File: config.mk
export PLATFORM = sky130hd
export DESIGN_NAME = ps2_keycode_decoder_flat
export DESIGN_NICKNAME = d
export VERILOG_FILES = /design/src/rtl/ps2_keycode_decoder_if.sv /design/src/rtl/ps2_keycode_decoder.sv /design/src/flat_wrapper.sv
export SDC_FILE = /design/constraint.sdc
export NUM_CORES = 1
export LEC_CHECK = 0
export CAP_MARGIN = 20
export CORE_MARGIN = 4
export CORE_UTILIZATION = 40
export CTS_BUF_LIST = sky130_fd_sc_hd__clkbuf_4
export CTS_CLUSTER_SIZE = 8
export DETAILED_ROUTE_END_ITERATION = 10
export GPL_ROUTABILITY_DRIVEN = 1
export PLACE_DENSITY = 0.54
export REMOVE_ABC_BUFFERS = 1
export SLEW_MARGIN = 20
export SYNTH_ARGS = -nofsm -noshare
export SYNTH_HDL_FRONTEND = slang
export SYNTH_SLANG_ARGS = --single-unit
File: constraint.sdc
create_clock -name Clk -period 5.5 [get_ports Clk]
set_clock_uncertainty 0.1 [all_clocks]
set_input_delay 0.825 -clock Clk [delete_from_list [all_inputs] [get_ports Clk]]
set_output_delay 0.825 -clock Clk [all_outputs]
set_load 0.02 [all_outputs]
File: src/rtl/ps2_keycode_decoder_if.sv
`default_nettype none
// ============================================================================
//  Module   : ps2_keycode_decoder_if
//  Brief    : PS/2 pin inputs and decoded keycode outputs of the keycode decoder.
//  Revision : 1.0 - initial release
// ============================================================================
interface ps2_keycode_decoder_if;
    logic       PS2_CLK;
    logic       PS2_DAT;
    logic [7:0] keycode;
    logic       key_changed;
    logic       frame_err;

    // The master drives the pins (board / keyboard side); the slave is the decoder.
    modport master (
        output PS2_CLK,
        output PS2_DAT,
        input  keycode,
        input  key_changed,
        input  frame_err
    );

    modport slave (
        input  PS2_CLK,
        input  PS2_DAT,
        output keycode,
        output key_changed,
        output frame_err
    );
endinterface
`default_nettype wire

File: src/rtl/ps2_keycode_decoder.sv
`default_nettype none
// ============================================================================
//  Module   : ps2_keycode_decoder
//  Brief    : PS/2 set-2 receiver with F0/E0 prefix handling and HID translation.
//  Revision : 1.0 - initial release
// ============================================================================
module ps2_keycode_decoder #(
    parameter logic [3:0]  FILTER_LEN  = 4'd8,
    parameter logic [16:0] TIMEOUT_CYC = 17'd100000
) (
    input  logic                    Clk,
    input  logic                    Reset,
    ps2_keycode_decoder_if.slave    bus
);

    localparam logic [7:0] c_BREAK_PREFIX = 8'hF0;
    localparam logic [7:0] c_EXT_PREFIX   = 8'hE0;

    typedef enum logic [1:0] {
        S_IDLE   = 2'd0,
        S_DATA   = 2'd1,
        S_PARITY = 2'd2,
        S_STOP   = 2'd3
    } state_t;

    logic        r_clk_meta, r_clk_sync;
    logic        r_dat_meta, r_dat_sync;
    logic        r_filt_clk, r_filt_prev;
    logic [3:0]  r_filt_cnt;
    logic        w_fall;

    state_t      r_state, w_state_next;
    logic [2:0]  r_bit_cnt, w_bit_cnt_next;
    logic [7:0]  r_shift, w_shift_next;
    logic        r_parity, w_parity_next;
    logic [16:0] r_timeout, w_timeout_next;
    logic        w_byte_done;
    logic        w_frame_err;

    logic        w_mapped;
    logic [7:0]  w_usage;
    logic        r_break, r_ext;
    logic [7:0]  r_keycode;
    logic        r_key_changed;
    logic        r_frame_err;

    // Synchronizers idle high so that reset never manufactures a falling edge.
    always_ff @(posedge Clk) begin
        if (Reset) begin
            r_clk_meta <= 1'b1;
            r_clk_sync <= 1'b1;
            r_dat_meta <= 1'b1;
            r_dat_sync <= 1'b1;
        end else begin
            r_clk_meta <= bus.PS2_CLK;
            r_clk_sync <= r_clk_meta;
            r_dat_meta <= bus.PS2_DAT;
            r_dat_sync <= r_dat_meta;
        end
    end

    // The filtered clock flips only after FILTER_LEN samples disagreeing with it in a row.
    always_ff @(posedge Clk) begin
        if (Reset) begin
            r_filt_clk  <= 1'b1;
            r_filt_prev <= 1'b1;
            r_filt_cnt  <= 4'd0;
        end else begin
            r_filt_prev <= r_filt_clk;
            if (r_clk_sync == r_filt_clk) begin
                r_filt_cnt <= 4'd0;
            end else if (r_filt_cnt == FILTER_LEN - 4'd1) begin
                r_filt_clk <= r_clk_sync;
                r_filt_cnt <= 4'd0;
            end else begin
                r_filt_cnt <= r_filt_cnt + 4'd1;
            end
        end
    end

    assign w_fall = r_filt_prev & ~r_filt_clk;

    always_ff @(posedge Clk) begin
        if (Reset) begin
            r_state   <= S_IDLE;
            r_bit_cnt <= 3'd0;
            r_shift   <= 8'h00;
            r_parity  <= 1'b0;
            r_timeout <= 17'd0;
        end else begin
            r_state   <= w_state_next;
            r_bit_cnt <= w_bit_cnt_next;
            r_shift   <= w_shift_next;
            r_parity  <= w_parity_next;
            r_timeout <= w_timeout_next;
        end
    end

    always_comb begin
        w_state_next   = r_state;
        w_bit_cnt_next = r_bit_cnt;
        w_shift_next   = r_shift;
        w_parity_next  = r_parity;
        w_timeout_next = 17'd0;
        w_byte_done    = 1'b0;
        w_frame_err    = 1'b0;

        case (r_state)
            S_IDLE: begin
                if (w_fall && !r_dat_sync) begin
                    w_state_next   = S_DATA;
                    w_bit_cnt_next = 3'd0;
                end
            end
            S_DATA: begin
                if (w_fall) begin
                    w_shift_next[r_bit_cnt] = r_dat_sync;
                    if (r_bit_cnt == 3'd7) begin
                        w_state_next = S_PARITY;
                    end else begin
                        w_bit_cnt_next = r_bit_cnt + 3'd1;
                    end
                end
            end
            S_PARITY: begin
                if (w_fall) begin
                    w_parity_next = r_dat_sync;
                    w_state_next  = S_STOP;
                end
            end
            S_STOP: begin
                if (w_fall) begin
                    w_state_next = S_IDLE;
                    if ((^{r_shift, r_parity}) && r_dat_sync) begin
                        w_byte_done = 1'b1;
                    end else begin
                        w_frame_err = 1'b1;
                    end
                end
            end
            default: w_state_next = S_IDLE;
        endcase

        // A stalled keyboard mid-frame must not wedge the receiver.
        if (r_state != S_IDLE && !w_fall) begin
            if (r_timeout == TIMEOUT_CYC - 17'd1) begin
                w_state_next = S_IDLE;
                w_frame_err  = 1'b1;
            end else begin
                w_timeout_next = r_timeout + 17'd1;
            end
        end
    end

    always_comb begin
        w_mapped = 1'b1;
        w_usage  = 8'h00;
        case (r_shift)
            8'h1C:   w_usage = 8'h04;
            8'h23:   w_usage = 8'h07;
            8'h1B:   w_usage = 8'h16;
            8'h1D:   w_usage = 8'h1A;
            8'h29:   w_usage = 8'h2C;
            8'h5A:   w_usage = 8'h28;
            8'h76:   w_usage = 8'h29;
            default: w_mapped = 1'b0;
        endcase
    end

    always_ff @(posedge Clk) begin
        if (Reset) begin
            r_break       <= 1'b0;
            r_ext         <= 1'b0;
            r_keycode     <= 8'h00;
            r_key_changed <= 1'b0;
            r_frame_err   <= 1'b0;
        end else begin
            r_key_changed <= 1'b0;
            r_frame_err   <= w_frame_err;
            if (w_byte_done) begin
                if (r_shift == c_BREAK_PREFIX) begin
                    r_break <= 1'b1;
                end else if (r_shift == c_EXT_PREFIX) begin
                    r_ext <= 1'b1;
                end else begin
                    r_break <= 1'b0;
                    r_ext   <= 1'b0;
                    if (!r_ext && w_mapped) begin
                        if (!r_break) begin
                            // Typematic repeats of the held key leave key_changed low.
                            if (w_usage != r_keycode) begin
                                r_keycode     <= w_usage;
                                r_key_changed <= 1'b1;
                            end
                        end else if (r_keycode == w_usage) begin
                            r_keycode     <= 8'h00;
                            r_key_changed <= 1'b1;
                        end
                    end
                end
            end
        end
    end

    assign bus.keycode     = r_keycode;
    assign bus.key_changed = r_key_changed;
    assign bus.frame_err   = r_frame_err;

endmodule
`default_nettype wire

File: src/flat_wrapper.sv
// flat-port wrapper written by rule: the top's interface ports become plain ports
module ps2_keycode_decoder_flat 
#(
    parameter logic [3:0]  FILTER_LEN  = 4'd8,
    parameter logic [16:0] TIMEOUT_CYC = 17'd100000
)
  (Clk, Reset, bus_PS2_CLK, bus_PS2_DAT, bus_keycode, bus_key_changed, bus_frame_err);
  ps2_keycode_decoder_if bus_i ();
  input  logic Clk;
  input  logic Reset;
  input wire logic [$bits(bus_i.PS2_CLK)-1:0] bus_PS2_CLK;
  input wire logic [$bits(bus_i.PS2_DAT)-1:0] bus_PS2_DAT;
  output wire logic [$bits(bus_i.keycode)-1:0] bus_keycode;
  output wire logic [$bits(bus_i.key_changed)-1:0] bus_key_changed;
  output wire logic [$bits(bus_i.frame_err)-1:0] bus_frame_err;
  assign bus_i.PS2_CLK = bus_PS2_CLK;
  assign bus_i.PS2_DAT = bus_PS2_DAT;
  assign bus_keycode = bus_i.keycode;
  assign bus_key_changed = bus_i.key_changed;
  assign bus_frame_err = bus_i.frame_err;
  ps2_keycode_decoder #(.FILTER_LEN(FILTER_LEN), .TIMEOUT_CYC(TIMEOUT_CYC)) u_core (.Clk(Clk), .Reset(Reset), .bus(bus_i));
endmodule
# [Yosys cells after proc, flatten, opt, wreduce, memory -nomap -nowiden]
# Cells that the tools add are included.
[word_totals] output_inout_bits=10 wordCells=111 ff_bits=53 in_bits=4
[op_classes] eq_ne=23 n_bitwise=8 n_addsub=3 muxes=34 n_lt_le_gt_ge=2 reduce_logical=24
[ops] operator="$pmux 6 s7" count=1
[ops] operator="$eq 8x5->1 const B" count=3
[ops] operator="$mux 8" count=3
[ops] operator="$add 17x1->17 const B" count=1
[ops] operator="$eq 17x17->1 const B" count=1
[ops] operator="$eq 8x6->1 const B" count=2
[ops] operator="$eq 8x7->1 const B" count=2
[ops] operator="$eq 8x8->1 const B" count=2
[ops] operator="$mux 1" count=16
[ops] operator="$mux 2" count=7
[ops] operator="$reduce_and 2->1" count=5
[ops] operator="$mux 3" count=3
[ops] operator="$reduce_xor 9->1" count=1
[ops] operator="$bwmux 8" count=1
[ops] operator="$eq 8x6->1" count=1
[ops] operator="$ne 6x8->1" count=1
[ops] operator="$pmux 2 s4" count=1
[ops] operator="$not 1->1" count=7
[ops] operator="$reduce_or 7->1" count=1
[ops] operator="$ne 2x1->1 const B" count=3
[ops] operator="$pmux 3 s2" count=1
[ops] operator="$reduce_and 6->1" count=1
[ops] operator="$reduce_bool 2->1" count=3
[ops] operator="$reduce_or 3->1" count=2
[ops] operator="17 further kinds" count=25

# [Longest topological paths before layout]
# Gate-level depths: netlist (run 1).
[depth] word_depth=7 depth_mapped=8 mapped_depth_nobuf=7

# [Worst setup path before layout (run 1)]
# Ideal clock, no wire load.
[synth_timing] path_type="flip-flop to flip-flop" startpoint="reg u_core.r_shift[2]" endpoint="reg u_core.r_keycode[5], in the netlist u_core.bus.keycode[5]" setup_time_ns=0.075 n_path_buf=1 period_less_slack_ns=2.297 t_arrival_ns=2.122 path_slack_ns=3.203 stages_incl_launch_ff=9 required_time_ns=5.325 cell_sequence="dfxtp_1 -> buf_4 -> nor4b_2 -> o211ai_2 -> xnor2_1 -> nor4b_4 -> nand3_4 -> or3b_1 -> a31oi_1"
[synth_between] elab_chain_len=6 elab_cells_between_ends=27 classes_between="eq/ne (12); mux (7); bitwise (2); reduce/logical (6)"
[synth_lines] item="start, declared" line_no="ps2_keycode_decoder.sv:34" rtl="logic [7:0] r_shift, w_shift_next;"
[synth_lines] item="start signal, assigned" line_no="ps2_keycode_decoder.sv:93" rtl="r_shift <= w_shift_next;"
[synth_lines] item="parallel branches: the longest is 6 deep, another holds $eq 8x7->1"
[synth_lines] item="end signal, assigned" line_no="ps2_keycode_decoder.sv:192" rtl="r_keycode <= w_usage;"
[synth_lines] item="end, declared" line_no="ps2_keycode_decoder.sv:43" rtl="logic [7:0] r_keycode;"
# Parallel ways; which one is timed is not known. The select of a mux whose other input is x is not followed.
# A chain may end at the register's enable or synchronous reset.

# [Worst setup path after layout (run 1)]
[layout_timing] startpoint="reg u_core.r_shift[4]" endpoint="reg u_core.r_keycode[5], in the netlist u_core.bus.keycode[5]"
# The elaborated chain is that of the path after synthesis.

==> reports/metrics.yaml, run 1 <==
viasPerCell: 5.058
utilization_pct: 44.14
finalCritPeriodShare_pct: 48.60
start_kind: "flop"
period_minus_slack_ps: 2673
ant_nets: 0
drt_wl_total_mm: 5.311
grt_pass1_vias: 1938
clkTransAtPathRegs_ps: 170
htreeDepth: 2
cts_tree: "done"
grt_max_degree: 20
syn_area_mm2: 0.002794
status: "finished clean"
cp.arrival_ps: 2890
dieWidth_um: 91.58
ios: 14
drc: 0
cap_violations: 0
clkPwrFrac_pct: 30.0
r2r_start: "u_core.r_shift[4]"
synthArstFlopShare_pct: 0
min_path_type: "reg -> reg"
peakVddDrop_mv: 0.08362
cp-end-kind: "flop"
dr.pass1.iters: 6
vias: 2099
ys_ff_latch: 51
p_leak_nw: 1.077
final_cell_mix: "dfxtp_1, nor2_1, nand2_1, nand3_1"
clock_latency_ps: 390
track_usage_pct: 13.31
power_density_mw_per_mm2: 206.1
syn_inst: 317
setup_violations: 0
fmax_mhz: 374.1
die_y_um: 91.58
numClockSinks: 51
initial_core_util_pct: 41.12
wl_per_cell_um: 12.80
post-dp-hpwl_mm: 3.665
power.switching_uw: 163.7
fin_nets: 326
p_int_uw: 454.5
layout.area.seq_mm2: 0.001021
multi_input_area_mm2: 0.001633
port_buffers: 11
synthFlopType: "dfxtp_1"
numCtsBuffers: 5
core_area_mm2: 0.006794
cts_max_path_buffers: 2
finalHoldViolCount: 0
power_frac_seq_pct: 61.5
worstSetupStartpoint: "u_core.r_shift[4]"
path_max_fanout: 14
pwr-share-comb_pct: 8.6
yosysUniqueCellTypes: 57
grt_pass1_wl_mm: 9.273
holdWs_ps: 326.4
seq_area_frac_synth_pct: 36.54
drive_above_1_share_pct: 8.150
cts_hold_buf: 0
clock-root-buffer: "clkbuf_4"
synth-edff-count: 0
mostFrequentLayoutCell: "dfxtp_1"
antenna_found_initial: 0
cp.required_ps: 5720
tightest_slew_ps: 722.4
rsz0062_at_grt: "no"
insertedDiodeCount: 0
path_class: "reg -> reg"
dieArea_mm2: 0.008386
slew_headroom_pct: 51.69
n_fill_cell: 669
num_rows: 30
routabilityCongestion: 0.7001
min_from: "u_core.r_dat_meta"
cts_setup_buffers: 0
syn_to_final_growth_pct: 7.344
synth_warnings: 0
initialDrtViolationCount: 86
cts_resized: 0
fin_tns_setup_ps: 0
overflow: 0
switching_share_pct: 26.47
maxSlewViolCount: 0
syn_area_per_cell_um2: 8.814
## power groups by stage
stage	Clock, mW	Sequential [mW]	Combinational [mW]
2_1_floorplan	0	0.390	0.0333
3_5_place_dp	0	0.388	0.0534
6_report	0.185	0.380	0.0530
3_3_place_gp	0	0.388	0.0533
5_1_grt	0.211	0.381	0.0573
4_1_cts	0.196	0.380	0.0535
## worst max-delay path, stage by stage, from the launching register on
cell      delay, ps
dfxtp_1         690
xor3_1          470
or3b_1          420
mux2i_4         190
o211ai_2        200
a211oi_1        270
a22oi_1          90
a31oi_1         170
## synth_stat cells (all sizes together), types with 2 or more instances
cell	number	area (um2)
o21ai	3	15.01
or3	4	25.02
and2	2	12.51
nor3	10	50.05
inv	11	41.29
nand2	19	71.32
nand3b	3	22.52
o2111ai	2	17.52
nand2b	3	18.77
nor3b	4	35.03
dfxtp	51	1021
xnor2	12	105.1
ha	4	50.05
xor2	13	113.9
a22oi	2	15.01
or3b	2	17.52
nor4b	5	71.32
mux2i	14	152.6
or2	6	37.54
buf	9	65.06
clkbuf	10	37.54
nand4	5	31.28
o32ai	4	35.03
a211oi	2	15.01
nor2	46	172.7
o211ai	4	45.05
and4b	2	20.02
and3	8	50.05
and3b	5	43.79
nor2b	5	31.28
a21oi	12	60.06
a31oi	3	18.77
nand3	16	92.59
## final cells by class
cell class	instances	area share [%]
Timing Repair Buffer	12	3.922
Clock inverter	3	0.9595
Sequential cell	51	34.04
Clock buffer	5	1.252
Inverter	11	1.377
Tap cell	96	4.005
Multi-Input combinational cell	237	54.44
## worst paths after layout
check,endpoint,slack (ps),cells after the start
min,u_core.r_dat_sync,330,1
min reg2reg,u_core.r_dat_sync,330,1
max reg2reg,u_core.bus.keycode[5],2830,7
max,u_core.bus.keycode[5],2830,7
## through the flow
stage	worst slack [ps]	std cells	cell area, um2	total power [mW]
finish	2827	415	2999	0.6182
global route	2575	415	2999	0.6496
CTS	2827	415	2999	0.6295
detailed placement	2700	407	2933	0.4414
global placement	2749	407	2933	0.4411
floorplan	3226	299	2695	0.4236
## logic make-up after synthesis
group,count (synthesis),share of synthesized area (%)
AO/OA/AOI/OAI,39,10.66
other,1,0.1342
flip-flops,51,36.54
buffers and inverters,30,5.150
XOR/XNOR,27,9.494
AND/OR/NAND/NOR,151,30.77
adder cells (fa/ha/maj),4,1.791
multiplexers,14,5.463
## metal layers
layer / up-vias / global-route usage, % / part of all wire, %
li1: 1106 / - / -
met1: 972 / 18.00 / 51
met2: 15 / 21.42 / 45
met3: 6 / 2.403 / 2.4
met4: 0 / 4.146 / 1.4
met5: - / 0 / 0
## sequential cells by signal, indices dropped and copies added, names as in the netlist
register and cells:
u_core.r_dat_sync 1, u_core.bus.key_changed 1, u_core.r_bit_cnt 3, u_core.r_clk_meta 1, u_core.bus.keycode 6, u_core.r_filt_cnt 4
u_core.r_ext 1, u_core.r_parity 1, u_core.r_dat_meta 1, u_core.r_break 1, u_core.r_filt_clk 1, u_core.r_timeout 17
u_core.r_shift 8, u_core.r_state 2, u_core.r_filt_prev 1, u_core.r_clk_sync 1, u_core.bus.frame_err 1
(Power assumes the default switching activity.)
==> run 2: changes to the inputs <==
==> constraint.sdc (replaced) <==
create_clock -name Clk -period 2.5 [get_ports Clk]
set_clock_uncertainty 0.1 [all_clocks]
set_input_delay 0.375 -clock Clk [delete_from_list [all_inputs] [get_ports Clk]]
set_output_delay 0.375 -clock Clk [all_outputs]
set_load 0.02 [all_outputs]
==> reports/metrics.yaml, run 2 (same netlist as run 1, synthesis figures left out) <==
core_area_mm2: 0.006794  # unchanged
met2_usage_pct: 19.66  # -1.8 points
cts_max_path_buffers: 2  # unchanged
busiest_layer: "met1"
antenna_found_initial: 0  # unchanged
path_max_fanout: 14  # unchanged
pwr-share-comb_pct: 10.0  # +1.4 points
insertedDiodeCount: 0  # unchanged
clkTransAtPathRegs_ps: 140  # -30 ps
r2r_start: "u_core.r_shift[2]"
overflow: 0  # unchanged
dieArea_mm2: 0.008386  # unchanged
power.switching_uw: 323.6  # +98%
peakVddDrop_mv: 0.2032  # +140%
grt_use_met1_pct: 20.24  # +2.2 points
p_int_mw: 1.002  # +120%
p_leak_nw: 1.132  # +5.0%
numCtsBuffers: 5  # unchanged
switching_share_pct: 24.42  # -2.1 points
status: "finished clean"
use_met3_pct: 2.486  # +0.083 points
track_usage_pct: 13.59  # +0.27 points
ant_nets: 0  # unchanged
post-dp-hpwl_mm: 3.858  # +5.2%
cts_hold_buf: 0  # unchanged
grt_max_degree: 30  # +50%
path_class: "reg -> reg"
rsz0062_at_grt: "no"
reg2regPathDepth: 7  # unchanged
power_density_mw_per_mm2: 426.8  # +110%
setup_violations: 0  # unchanged
routabilityCongestion: 0.7914  # +13%
power_frac_seq_pct: 62.7  # +1.2 points
tightest_slew_ps: 579.7  # -142.7 ps
cp.arrival_ps: 2550  # -340 ps
clkPwrFrac_pct: 27.3  # -2.7 points
initial_core_util_pct: 41.12  # unchanged
utilization_pct: 45.71  # +1.6 points
syn_to_final_growth_pct: 11.15
clock-root-buffer: "clkbuf_4"
initialDrtViolationCount: 85  # -1.2%
dr.pass1.iters: 4  # -2
min_from: "u_core.r_dat_meta"
start_kind: "flop"
htreeDepth: 2  # unchanged
mostFrequentLayoutCell: "nor2_1"
die_y_um: 91.58  # unchanged
grt_pass1_wl_mm: 9.397  # +1.3%
cts_tree: "done"
largest_register: "u_core.r_timeout"
period_minus_slack_ps: 2350  # -323.0 ps
wl_per_cell_um: 12.71  # -0.68%
whs_path_depth: 1  # unchanged
drive_above_1_share_pct: 12.77  # +4.6 points
reg2reg_slack_ps: 150  # -2680 ps
cp-end-kind: "flop"
cts_setup_buffers: 0  # unchanged
final_cell_mix: "nor2_1, dfxtp_1, nand2_1, nand3_1"
hold_end: "u_core.r_dat_sync"
fin_tns_setup_ps: 0  # unchanged
grt_pass1_vias: 1924  # -0.72%
finalHoldViolCount: 0  # unchanged
cap_violations: 0  # unchanged
holdWs_ps: 327.3  # +0.8670 ps
maxSlewViolCount: 0  # unchanged
drc: 0  # unchanged
slew_headroom_pct: 61.35  # +9.7 points
num_rows: 30  # unchanged
port_buffers: 11  # unchanged
timing.rr.end: "u_core.bus.keycode[5]"
drt_wl_total_mm: 5.402  # +1.7%
ios: 14  # unchanged
finalCritPeriodShare_pct: 93.99  # +45 points
fmax_mhz: 425.6  # +14%
viasPerCell: 5.007  # -1.0%
largest_register_ffs: 17  # unchanged
clock_latency_ps: 360  # -30 ps
vias: 2128  # +1.4%
cp.required_ps: 2700  # -3020 ps
numClockSinks: 51  # unchanged
fin_nets: 336  # +3.1%
min_path_type: "reg -> reg"
dieWidth_um: 91.58  # unchanged
-- run 2: worst max-delay path, stage by stage, from the launching register on --
cell and delay [ps]:
dfxtp_4 430, and3b_1 220, o211ai_2 270, a211oi_1 160
nor4b_4 400, nand3_4 170, or3b_1 380, a31oi_1 160
-- run 2: cell type report --
type,count,area [um2]
Clock buffer,6,45.04
Clock inverter,2,7.507
Fill cell,664,3689
Inverter,11,41.29
Multi-Input combinational cell,237,1650
Sequential cell,51,1036
Tap cell,96,120.1
Timing Repair Buffer,22,205.2
-- run 2: stage by stage --
stage | instance area [um2] | worst slack (ps) | instances | power, mW
6_report | 3105 | 150.2 | 425 | 1.326
4_1_cts | 3073 | 35.33 | 425 | 1.348
2_1_floorplan | 2695 | 225.8 | 299 | 0.9320
3_3_place_gp | 3020 | 79.12 | 417 | 0.9823
5_1_grt | 3105 | 9.699 | 425 | 1.389
3_5_place_dp | 3020 | 72.48 | 417 | 0.9848
-- run 2: how the worst max path moves through the flow --
stage	start	endpoint	slack [ps]
4_1_cts	u_core.r_shift[0]	u_core.bus.keycode[5]	40
5_1_grt	u_core.r_shift[4]	u_core.bus.keycode[4]	10
3_5_place_dp	u_core.r_shift[0]	u_core.bus.keycode[5]	70
6_report	u_core.r_shift[2]	u_core.bus.keycode[5]	150
2_1_floorplan	u_core.r_shift[4]	u_core.bus.keycode[5]	230
3_3_place_gp	u_core.r_shift[2]	u_core.bus.keycode[5]	80
-- run 2: routing by layer --
layer	vias up	wire [um]
met2	25	2274
met4	0	53
met1	974	2921
li1	1125	-
met5	-	0
met3	4	152
-- run 2: timing repair --
action                                  4_1_cts  5_1_grt
gates resized for setup                       0       12
endpoints found under the setup margin        0        9
hold endpoints to repair                      0        0
-- run 2: power groups by stage --
stage	clock [mW]	sequential, mW	combinational (mW)
final	0.362	0.831	0.132
after CTS	0.381	0.834	0.133
after global routing	0.415	0.834	0.140
after floorplan	0	0.859	0.0734
after global placement	0	0.851	0.131
after detailed placement	0	0.852	0.133
